`src/rtl/pkwars_pkg.sv`:
```
// Shared types and constants for the Penguin-Kun Wars download sequencer.
package pkwars_pkg;

    typedef enum logic [2:0] {
        ST_IDLE,
        ST_LOAD,
        ST_CHECK,
        ST_HOLD,
        ST_RUN,
        ST_ERROR
    } ld_state_t;

    localparam logic [7:0] PK_ROM_IDX = 8'd0;
    localparam logic [7:0] PK_DSW_IDX = 8'd254;
    localparam int         CNT_W      = 18;

    // Byte counter sticks at all-ones so an oversized stream cannot wrap back to a valid length.
    function automatic logic [CNT_W-1:0] sat_inc(input logic [CNT_W-1:0] v);
        return (v == {CNT_W{1'b1}}) ? v : v + CNT_W'(1);
    endfunction

endpackage

```
`src/rtl/pkwars_rst_timer.sv`:
```
// Loadable down-counter with zero flag; times the core reset hold window.
module pkwars_rst_timer #(
    parameter int W = 16
) (
    input  logic         i_clk,
    input  logic         i_rst_n,
    input  logic         i_load,
    input  logic [W-1:0] i_load_val,
    input  logic         i_dec,
    output logic         o_zero
);

    logic [W-1:0] r_count;

    always_ff @(posedge i_clk or negedge i_rst_n) begin
        if (!i_rst_n) begin
            r_count <= '0;
        end else if (i_load) begin
            r_count <= i_load_val;
        end else if (i_dec && (r_count != '0)) begin
            r_count <= r_count - W'(1);
        end
    end

    assign o_zero = (r_count == '0);

endmodule

```
`src/rtl/pkwars_rom_loader.sv`:
```
// Steers the ioctl download onto the core ROM port, captures DIP bytes,
// validates the image length and owns the game core reset.
module pkwars_rom_loader
    import pkwars_pkg::*;
#(
    parameter logic [16:0] ROM_LEN  = 17'h18000,
    parameter logic [15:0] RST_HOLD = 16'd4800,
    parameter logic [7:0]  ROM_IDX  = PK_ROM_IDX,
    parameter logic [7:0]  DSW_IDX  = PK_DSW_IDX
) (
    input  logic        clk_sys,
    input  logic        reset_n,
    input  logic        ioctl_download,
    input  logic        ioctl_wr,
    input  logic [24:0] ioctl_addr,
    input  logic [7:0]  ioctl_dout,
    input  logic [7:0]  ioctl_index,
    input  logic        reset_req,
    output logic        rom_we,
    output logic [16:0] rom_addr,
    output logic [7:0]  rom_data,
    output logic [63:0] dsw,
    output logic        core_reset,
    output logic        load_done,
    output logic        load_error
);

    ld_state_t        r_state;
    logic             r_dl_prev;
    logic [CNT_W-1:0] r_count;
    logic             r_overflow;
    logic             r_rom_we;
    logic [16:0]      r_rom_addr;
    logic [7:0]       r_rom_data;
    logic             r_core_reset;
    logic             r_load_done;
    logic             r_load_error;

    logic w_dl_rise;
    logic w_dl_fall;
    logic w_rom_start;
    logic w_rom_wr;
    logic w_dsw_wr;
    logic w_in_range;
    logic w_len_ok;
    logic w_tmr_load;
    logic w_tmr_dec;
    logic w_tmr_zero;

    assign w_dl_rise   = ioctl_download & ~r_dl_prev;
    assign w_dl_fall   = ~ioctl_download & r_dl_prev;
    assign w_rom_start = w_dl_rise && (ioctl_index == ROM_IDX);
    assign w_rom_wr    = ioctl_wr && (ioctl_index == ROM_IDX);
    assign w_dsw_wr    = ioctl_wr && (ioctl_index == DSW_IDX) && (ioctl_addr[24:3] == '0);
    assign w_in_range  = (ioctl_addr < {8'd0, ROM_LEN});
    assign w_len_ok    = (r_count == {1'b0, ROM_LEN}) && !r_overflow;

    // A held reset_req keeps reloading the window, so counting starts only on release.
    assign w_tmr_load = ((r_state == ST_CHECK) && w_len_ok) ||
                        (((r_state == ST_RUN) || (r_state == ST_HOLD)) && reset_req);
    assign w_tmr_dec  = (r_state == ST_HOLD) && !reset_req;

    pkwars_rst_timer #(
        .W (16)
    ) u_rst_timer (
        .i_clk      (clk_sys),
        .i_rst_n    (reset_n),
        .i_load     (w_tmr_load),
        .i_load_val (RST_HOLD),
        .i_dec      (w_tmr_dec),
        .o_zero     (w_tmr_zero)
    );

    always_ff @(posedge clk_sys or negedge reset_n) begin
        if (!reset_n) begin
            r_state      <= ST_IDLE;
            r_dl_prev    <= 1'b0;
            r_count      <= '0;
            r_overflow   <= 1'b0;
            r_rom_we     <= 1'b0;
            r_rom_addr   <= '0;
            r_rom_data   <= '0;
            r_core_reset <= 1'b1;
            r_load_done  <= 1'b0;
            r_load_error <= 1'b0;
        end else begin
            r_dl_prev <= ioctl_download;
            r_rom_we  <= 1'b0;
            if (w_rom_start) begin
                r_state      <= ST_LOAD;
                r_count      <= '0;
                r_overflow   <= 1'b0;
                r_load_done  <= 1'b0;
                r_load_error <= 1'b0;
                r_core_reset <= 1'b1;
            end else begin
                case (r_state)
                    ST_IDLE: begin
                        r_core_reset <= 1'b1;
                    end
                    ST_LOAD: begin
                        r_core_reset <= 1'b1;
                        // A strobe coinciding with the falling download edge is still taken.
                        if (w_rom_wr) begin
                            if (w_in_range) begin
                                r_rom_we   <= 1'b1;
                                r_rom_addr <= ioctl_addr[16:0];
                                r_rom_data <= ioctl_dout;
                                r_count    <= sat_inc(r_count);
                            end else begin
                                r_overflow <= 1'b1;
                            end
                        end
                        if (w_dl_fall) begin
                            r_state <= ST_CHECK;
                        end
                    end
                    ST_CHECK: begin
                        if (w_len_ok) begin
                            r_state     <= ST_HOLD;
                            r_load_done <= 1'b1;
                        end else begin
                            r_state      <= ST_ERROR;
                            r_load_error <= 1'b1;
                        end
                    end
                    ST_HOLD: begin
                        if (!reset_req && w_tmr_zero) begin
                            r_state      <= ST_RUN;
                            r_core_reset <= 1'b0;
                        end
                    end
                    ST_RUN: begin
                        if (reset_req) begin
                            r_state      <= ST_HOLD;
                            r_core_reset <= 1'b1;
                        end
                    end
                    ST_ERROR: begin
                        r_core_reset <= 1'b1;
                    end
                    default: begin
                        r_state      <= ST_IDLE;
                        r_core_reset <= 1'b1;
                    end
                endcase
            end
        end
    end

    // DIP bytes are written independently of the sequencer, one register per byte lane.
    for (genvar gi = 0; gi < 8; gi++) begin : g_dsw
        logic [7:0] r_byte;

        always_ff @(posedge clk_sys or negedge reset_n) begin
            if (!reset_n) begin
                r_byte <= '0;
            end else if (w_dsw_wr && (ioctl_addr[2:0] == 3'(gi))) begin
                r_byte <= ioctl_dout;
            end
        end

        assign dsw[8*gi +: 8] = r_byte;
    end

    assign rom_we     = r_rom_we;
    assign rom_addr   = r_rom_addr;
    assign rom_data   = r_rom_data;
    assign core_reset = r_core_reset;
    assign load_done  = r_load_done;
    assign load_error = r_load_error;

endmodule

```
`config.mk`:
```
export PLATFORM = sky130hd
export DESIGN_NAME = pkwars_rom_loader
export DESIGN_NICKNAME = d
export VERILOG_FILES = /design/src/rtl/pkwars_pkg.sv /design/src/rtl/pkwars_rst_timer.sv /design/src/rtl/pkwars_rom_loader.sv
export SDC_FILE = /design/constraint.sdc
export NUM_CORES = 1
export LEC_CHECK = 0
export BUFFER_PORTS_ARGS = -buffer_cell sky130_fd_sc_hd__buf_2
export CAP_MARGIN = 40
export CORE_MARGIN = 2
export CORE_UTILIZATION = 46
export CTS_BUF_LIST = sky130_fd_sc_hd__clkbuf_4
export DETAILED_ROUTE_END_ITERATION = 12
export PLACE_DENSITY = 0.72
export SETUP_SLACK_MARGIN = 0.15
export SLEW_MARGIN = 20
export SYNTH_ARGS = -nofsm -noshare
export SYNTH_HDL_FRONTEND = slang
export SYNTH_HIERARCHICAL = 1
export SYNTH_SLANG_ARGS = --single-unit
```
`constraint.sdc`:
```
create_clock -name clk_sys -period 2.1 [get_ports clk_sys]
set_input_delay 0.315 -clock clk_sys [delete_from_list [all_inputs] [get_ports clk_sys]]
set_output_delay 0.315 -clock clk_sys [all_outputs]
set_load 0.01 [all_outputs]
```
==> out/results.tsv, run 1 <==
metric	value	unit
status	finished with violations	
violations	negative setup slack	
grt_remaining_overflow	0	
whs	35.5	ps
clk_latency	550	ps
stdcell_count	963	
ios	139	
max-slew-margin-rel	50.8	%
setup_viol	14	
clkTransAtPathRegs	130	ps
grt_max_degree	133	
placed_cells	892	
yosys.area.top_type_share	53.3	%
synth_cell_types	63	
drtIter0Drc	338	
r2r_cells	10	
cts-root-buf	clkbuf_4	
first_pass_iters	5	
pwr-share-clk	29.2	%
power	6.42	mW
fmax	447	MHz
async_flop_share	100	%
fp.coreArea	13100	sq um
cts_sinks	132	
die_y	120	um
ys_seq_area_share	53.8	%
arrival	2660	ps
detail-route-antenna-nets	0	
wl	17.9	mm
worst_slack	-137	ps
grt_pass1_wl	26.7	mm
start_util	46.8	%
min_path_cells	2	
yosysWarnings	6	
required	2520	ps
worstSetupEndpointType	flop	
finalHoldViolations	0	
syn_inst	517	
fin_nets	823	
layout-drive-gt1-share	54.5	%
final_cell_mix	137 x buf_2, 129 x dfrtp_1, 71 x buf_4	
hold_class	in2reg	
rows	42	
switching_power	2.06	mW
synthFlopType	dfrtp_1	
die_w	120	um
htree_levels	4	
routed_via_density	5.50	
final_core_util	66.6	%
path_class	reg2reg	
cts_buffers	17	
dieArea	14300	sq um
internal_power	4.36	mW
grt_util_all_layers	23.6	%
maxCapViolCount	0	
path_max_fanout	6	
tightest_slew	739	ps
vdd_drop_max	0.399	mV
syn_to_final_growth	42.4	%
slew_violations	0	
p_comb_share	24.2	%
min_period	2240	ps
vias	5300	
rsz0062_at_grt	yes	
start_kind	flop	
gp_congestion	0.834	
cts_tree	yes	
port_buffers	138	
yosys_register_bits	132	
antenna_found_initial	0	
avgSynthCellArea	11.9	sq um
wire_per_inst	18.5	um
drc	0	
synth_area_leaders	dfrtp_1 53%, mux2_2 16%, nor2_1 2.2%	
synth_edf_count	0	
antenna_cells	0	
dp_hpwl	11.3	mm
synth_top_area_cell	dfrtp_1	
cts_buffer_depth	2	
first_global_vias	5368	
power.share.sequential	46.6	%
sw_frac_of_total	32.1	%
syn-cell-area	6150	sq um
finClkSkew	19.1	ps
powerDensity	734	nW/um^2
p_leak	4.40	nW
final_common_cell	buf_2	
fin_crit_sh	107	%
==> power groups by stage <==
stage	combinational, mW	sequential [mW]	clock (mW)
final	1.56	2.99	1.87
after global routing	1.69	3.01	2.00
after CTS	1.44	2.97	1.92
after detailed placement	1.21	3.02	0
after global placement	1.16	3.01	0
after floorplan	0.751	3.00	0
==> what timing repair did <==
item / 4_1_cts / 5_1_grt
hold endpoints to repair: 141 / 0
hold buffers: 11 / 0
gates cloned: 0 / 4
endpoints found under the setup margin: 53 / 59
resized for setup: 32 / 78
buffers inserted: 16 / 8
pin swaps: 23 / 26
==> Yosys cell counts, types with 3 or more instances <==
library cell,instances
xnor2_1,5
clkbuf_1,10
or3_1,5
buf_1,3
nor4b_1,3
a211oi_1,4
nor3_1,11
a31o_2,6
nand2_1,35
nor2_1,36
dfrtp_1,131
inv_1,20
nand4_1,12
a311o_1,6
nor4_1,8
o21ai_0,9
mux2_2,89
and4_1,3
nand2b_1,4
buf_2,5
mux2i_1,3
a31oi_1,4
nor4b_2,3
a21oi_1,20
nor3b_2,4
nor3_2,4
nand3_1,21
ha_1,3
nor4_4,5
a2111oi_0,3
==> through the flow <==
step | worst slack (ps) | setup TNS (ps) | instance area, sq um
2_1_floorplan | 32.1 | 0 | 6280
3_3_place_gp | -203 | -9650 | 7650
3_5_place_dp | -305 | -15460 | 7650
4_1_cts | -84.9 | -856 | 8290
5_1_grt | -265 | -2910 | 8750
6_report | -137 | -713 | 8750
==> area by class of cell <==
| class | count | area, sq um |
|---|---|---|
| fillers | 986 | 4380 |
| flip-flops and latches | 132 | 3310 |
| multi-input cells | 359 | 3150 |
| repair buffers | 243 | 1690 |
| well taps | 176 | 220 |
| clock inverters | 14 | 174 |
| clock buffers | 18 | 135 |
| inverters | 21 | 83.8 |
==> cells by family (layout without fill, tap and decap cells) <==
group / after synthesis / count (layout) / share of synthesized area [%]
compound gates: 68 / 68 / 7.65
xor+xnor: 5 / 5 / 0.712
fa+ha+maj: 3 / 3 / 0.611
buf+inv: 40 / 296 / 2.61
flops: 132 / 132 / 53.8
mux: 92 / 92 / 16.8
other cells: 2 / 16 / 0.122
simple gates: 175 / 175 / 17.7
==> state kept, by name (all words and copies together) (netlist names), 3 cells and up <==
signal and cells:
g_dsw.r_byte 64, r_count 18, rom_addr 17, u_rst_timer/r_count 16, rom_data 8, r_state 3
==> layer usage <==
layer | share of wire [%] | track usage, % | vias up
li1 | - | - | 2398
met1 | 40 | 29.6 | 2660
met2 | 49 | 38.7 | 216
met3 | 8.0 | 6.94 | 26
met4 | 2.3 | 8.90 | 0
met5 | 0 | 0 | -
==> worst paths after layout <==
path	from	end	slack, ps
worst max-delay path	r_count[8]	u_rst_timer/r_count[7]	-140
worst min-delay path	ioctl_addr[7]	rom_addr[7]	40
worst max register to register	r_count[8]	u_rst_timer/r_count[7]	-140
worst min register to register	g_dsw[6].r_byte[4]	g_dsw[6].r_byte[4]	520
max in group asynchronous	reset_n	u_rst_timer/r_count[2]	1130
min in group asynchronous	reset_n	r_count[15]	380
==> worst max-delay path: stages, from the launching register on <==
cell	delay [ps]
dfrtp_1	440
nor4_1	430
nand3_2	180
nor3_2	190
a31oi_2	80
o22ai_2	170
buf_6	160
buf_12	120
buf_8	100
a311o_1	130
nand3_1	110
(Power assumes the default switching activity.)
==> run 2: changes to the inputs <==
--- a/config.mk
+++ b/config.mk
@@ -12,8 +12,6 @@
 export CTS_BUF_LIST = sky130_fd_sc_hd__clkbuf_4
 export DETAILED_ROUTE_END_ITERATION = 12
 export PLACE_DENSITY = 0.72
-export SETUP_SLACK_MARGIN = 0.15
-export SLEW_MARGIN = 20
 export SYNTH_ARGS = -nofsm -noshare
 export SYNTH_HDL_FRONTEND = slang
 export SYNTH_HIERARCHICAL = 1
==> out/results.tsv, run 2 (synthesis gave the netlist of run 1 again) <==
metric	value	unit
dp_hpwl	11.3	mm
syn_to_final_growth	33.8	%
arrival	2590	ps
tightest_slew	543	ps
cts_buffers	17	
cts_buffer_depth	2	
port_buffers	138	
cp-startpoint	r_count[6]	
regMostFlops	g_dsw.r_byte	
path_buf_inv	7	
layout-drive-gt1-share	51.6	%
p_leak	4.21	nW
worst-r2r-setup-slack	-70	ps
vdd_drop_max	0.398	mV
hold_start	ioctl_addr[11]	
fin_crit_sh	103	%
die_y	120	um
status	finished with violations	
cp_common_cell	buf_4	
wl	16.0	mm
worstSetupEndpointType	flop	
cts-root-buf	clkbuf_4	
hold_class	in2reg	
slowest_stage	dfrtp_2	
fin_nets	806	
worst_slack	-68.6	ps
cts_tree	yes	
wire_per_inst	16.9	um
setup_viol	5	
drc	0	
antenna_found_initial	0	
vias	5169	
drtIter0Drc	290	
htree_levels	4	
violations	negative setup slack	
finalHoldViolations	0	
cp_cell_sequence	buf_6 > nor4_4 > nand3_2 > buf_4 > buf_4 > buf_4 > buf_4 > buf_4 > buf_4 > nor3_1 > or3_1 > a21oi_1	
finClkSkew	13.9	ps
dieArea	14300	sq um
cts_sinks	132	
final_cell_mix	137 x buf_2, 130 x dfrtp_1, 89 x mux2_2	
fp.coreArea	13100	sq um
grt_pass1_wl	25.8	mm
final_common_cell	buf_2	
fmax	461	MHz
rows	42	
first_global_vias	5265	
rsz0062_at_grt	yes	
max-slew-margin-rel	63.8	%
powerDensity	708	nW/um^2
clkTransAtPathRegs	110	ps
grt_max_degree	50	
largest_register_ffs	64	
ios	139	
min_period	2170	ps
start_kind	flop	
detail-route-antenna-nets	0	
path_max_fanout	4	
required	2520	ps
die_w	120	um
first_pass_iters	5	
clk_latency	530	ps
whs	36.9	ps
slowest_delay	460	ps
routed_via_density	5.47	
grt_util_all_layers	22.9	%
path_class	reg2reg	
gp_congestion	0.952	
cp_top_family	buffers and inverters	
slew_violations	0	
grt_remaining_overflow	0	
start_util	46.8	%
maxCapViolCount	0	
antenna_cells	0	
crit-reg2reg-launch	r_count[6]	
finalSetupTns	-153	ps
[run 2: final timing paths]
path | end | depth (start not counted)
worst max-delay path | r_state[2] | 12
min in group asynchronous | u_rst_timer/r_count[1] | 2
worst min-delay path | rom_addr[11] | 2
max in group asynchronous | g_dsw[7].r_byte[4] | 3
worst min register to register | rom_data[5] | 1
worst max register to register | r_state[2] | 12
[run 2: area by class of cell]
class	count	area, sq um
Sequential cell	132	3310
Clock buffer	20	150
Fill cell	1049	4910
Inverter	21	81.3
Tap cell	176	220
Multi-Input combinational cell	359	2920
Clock inverter	11	88.8
Timing Repair Buffer	226	1460
[run 2: stage by stage]
| step | instances | area, sq um | setup slack (ps) | power [mW] | utilization, % |
|---|---|---|---|---|---|
| 4_1_cts | 939 | 8050 | 2.05 | 5.76 | 61.2 |
| 3_5_place_dp | 896 | 7640 | -638 | 4.24 | 58.2 |
| 6_report | 945 | 8230 | -68.6 | 5.83 | 62.6 |
| 5_1_grt | 945 | 8230 | -163 | 6.13 | 62.6 |
| 2_1_floorplan | 531 | 6230 | 4.56 | 3.69 | - |
| 3_3_place_gp | 896 | 7640 | -639 | 4.16 | 58.2 |
[run 2: where the power goes]
part / internal [mW] / total [mW] / leakage, nW / switching, mW
Combinational: 0.664 / 1.38 / 2.30 / 0.714
Sequential: 2.72 / 2.94 / 1.78 / 0.225
Clock: 0.603 / 1.50 / 0.129 / 0.901
Total: 3.99 / 5.83 / 4.21 / 1.84
[run 2: worst reg2reg max path: cells and delay by family, from the launching register on]
kind            cells  cell delay, ps
buf+inv             7             880
simple gates        4             670
flops               1             460
compound gates      1              70
[run 2: what timing repair did]
action	CTS	global route
resized for setup	10	35
pin swaps	6	5
setup buffers	5	6
hold buffers	7	0
setup endpoints to repair	47	95
endpoints found under the hold margin	41	0
[run 2: per-layer routing]
layer / share of wire [%] / wire, um / track usage (%)
met1: 41 / 6560 / 28.6
met2: 47 / 7560 / 36.0
met3: 9.3 / 1490 / 9.22
met4: 2.1 / 342 / 8.16
met5: 0 / 0 / 0
==> run 3: changes to the inputs <==
--- a/config.mk
+++ b/config.mk
@@ -11,6 +11,7 @@
 export CORE_UTILIZATION = 46
 export CTS_BUF_LIST = sky130_fd_sc_hd__clkbuf_4
 export DETAILED_ROUTE_END_ITERATION = 12
+export HOLD_SLACK_MARGIN = 0.05
 export PLACE_DENSITY = 0.72
 export SYNTH_ARGS = -nofsm -noshare
 export SYNTH_HDL_FRONTEND = slang
==> out/results.tsv, run 3 (synthesis gave the netlist of run 1 again) <==
metric	value	unit
maxCapViolCount	0	
clk_latency	530	ps
cts_buffers	17	
min_period	2170	ps
die_w	120	um
final_common_cell	buf_2	
syn_to_final_growth	35.6	%
port_buffers	138	
antenna_found_initial	0	
p_leak	4.27	nW
rsz0062_at_grt	yes	
dieArea	14300	sq um
crit-reg2reg-launch	r_count[6]	
grt_util_all_layers	23.4	%
cp_common_cell	buf_4	
detail-route-antenna-nets	0	
cts_buffer_depth	2	
setup_viol	5	
power.share.sequential	50.3	%
worstSetupEndpointType	flop	
wire_per_inst	17.2	um
first_global_vias	5293	
finalHoldViolations	0	
hold_start	ioctl_dout[5]	
clkTransAtPathRegs	110	ps
grt_max_degree	50	
routed_via_density	5.45	
start_util	46.8	%
pwr-share-clk	25.9	%
path_max_fanout	4	
sw_frac_of_total	31.8	%
finClkSkew	11.9	ps
layout-drive-gt1-share	51.2	%
start_kind	flop	
htree_levels	4	
slew_violations	0	
vias	5199	
first_pass_iters	5	
cts_tree	yes	
largest_register_ffs	64	
die_y	120	um
fin_nets	815	
grt_pass1_wl	26.2	mm
path_class	reg2reg	
p_comb_share	23.9	%
whs	166	ps
final_cell_mix	137 x buf_2, 130 x dfrtp_1, 89 x mux2_2	
violations	negative setup slack	
cp_top_family	buffers and inverters	
grt_remaining_overflow	0	
drtIter0Drc	247	
cp-startpoint	r_count[6]	
cts_sinks	132	
fp.coreArea	13100	sq um
drc	0	
ios	139	
vdd_drop_max	0.403	mV
regMostFlops	g_dsw.r_byte	
worst_slack	-71.5	ps
required	2520	ps
cp_cell_sequence	buf_6 > nor4_4 > nand3_2 > buf_4 > buf_4 > buf_4 > buf_4 > buf_4 > buf_4 > nor3_1 > or3_1 > a21oi_1	
powerDensity	703	nW/um^2
tightest_slew	548	ps
final_core_util	63.5	%
max-slew-margin-rel	63.5	%
worst-r2r-setup-slack	-70	ps
antenna_cells	0	
switching_power	1.86	mW
wl	16.4	mm
arrival	2590	ps
slowest_delay	460	ps
slowest_stage	dfrtp_2	
path_buf_inv	7	
power	5.86	mW
fmax	461	MHz
status	finished with violations	
gp_congestion	0.952	
dp_hpwl	11.3	mm
fin_crit_sh	103	%
internal_power	4.00	mW
hold_class	in2reg	
cts-root-buf	clkbuf_4	
finalSetupTns	-166	ps
rows	42	
## run 3: path summary, 6_finish.rpt
check,to,cells past startpoint
max in group asynchronous,rom_addr[1],3
min in group asynchronous,u_rst_timer/r_count[11],2
worst min-delay path,g_dsw[3].r_byte[5],2
worst max register to register,r_state[2],12
worst min register to register,rom_data[5],1
worst max-delay path,r_state[2],12
## run 3: area by class of cell
class,count,area (sq um)
Sequential cell,132,3310
Tap cell,176,220
Clock inverter,11,88.8
Timing Repair Buffer,235,1550
Fill cell,1032,4800
Clock buffer,20,150
Multi-Input combinational cell,359,2940
Inverter,21,81.3
## run 3: power by group through the flow
| stage | Sequential [mW] | Clock, mW | Combinational [mW] |
|---|---|---|---|
| 2_1_floorplan | 2.98 | 0 | 0.711 |
| 3_3_place_gp | 2.98 | 0 | 1.18 |
| 3_5_place_dp | 2.99 | 0 | 1.25 |
| 4_1_cts | 2.94 | 1.55 | 1.29 |
| 5_1_grt | 2.97 | 1.66 | 1.54 |
| 6_report | 2.95 | 1.52 | 1.40 |
## run 3: stage by stage
step,worst slack (ps),cells,area (sq um)
5_1_grt,-163,954,8340
4_1_cts,2.05,948,8140
3_5_place_dp,-638,896,7640
2_1_floorplan,4.56,531,6230
6_report,-71.5,954,8340
3_3_place_gp,-639,896,7640
## run 3: worst reg2reg max path, delay by kind of cell (launching register included)
family	cells	cell delay (ps)
simple gates	4	670
flops	1	460
buf+inv	7	890
compound gates	1	70
## run 3: what timing repair did
action / in CTS / in global routing
pin swaps: 6 / 6
setup buffers: 5 / 6
resized for setup: 10 / 38
setup endpoints to repair: 47 / 92
hold endpoints to repair: 50 / 0
hold buffers: 16 / 0
## run 3: metal layers
metal  global-route usage (%)  part of all wire (%)  up-vias
li1                         -                     -     2389
met1                     29.0                    40     2545
met2                     37.5                    49      234
met3                     8.89                   9.3       31
met4                     8.09                   2.0        0
met5                        0                     0        -
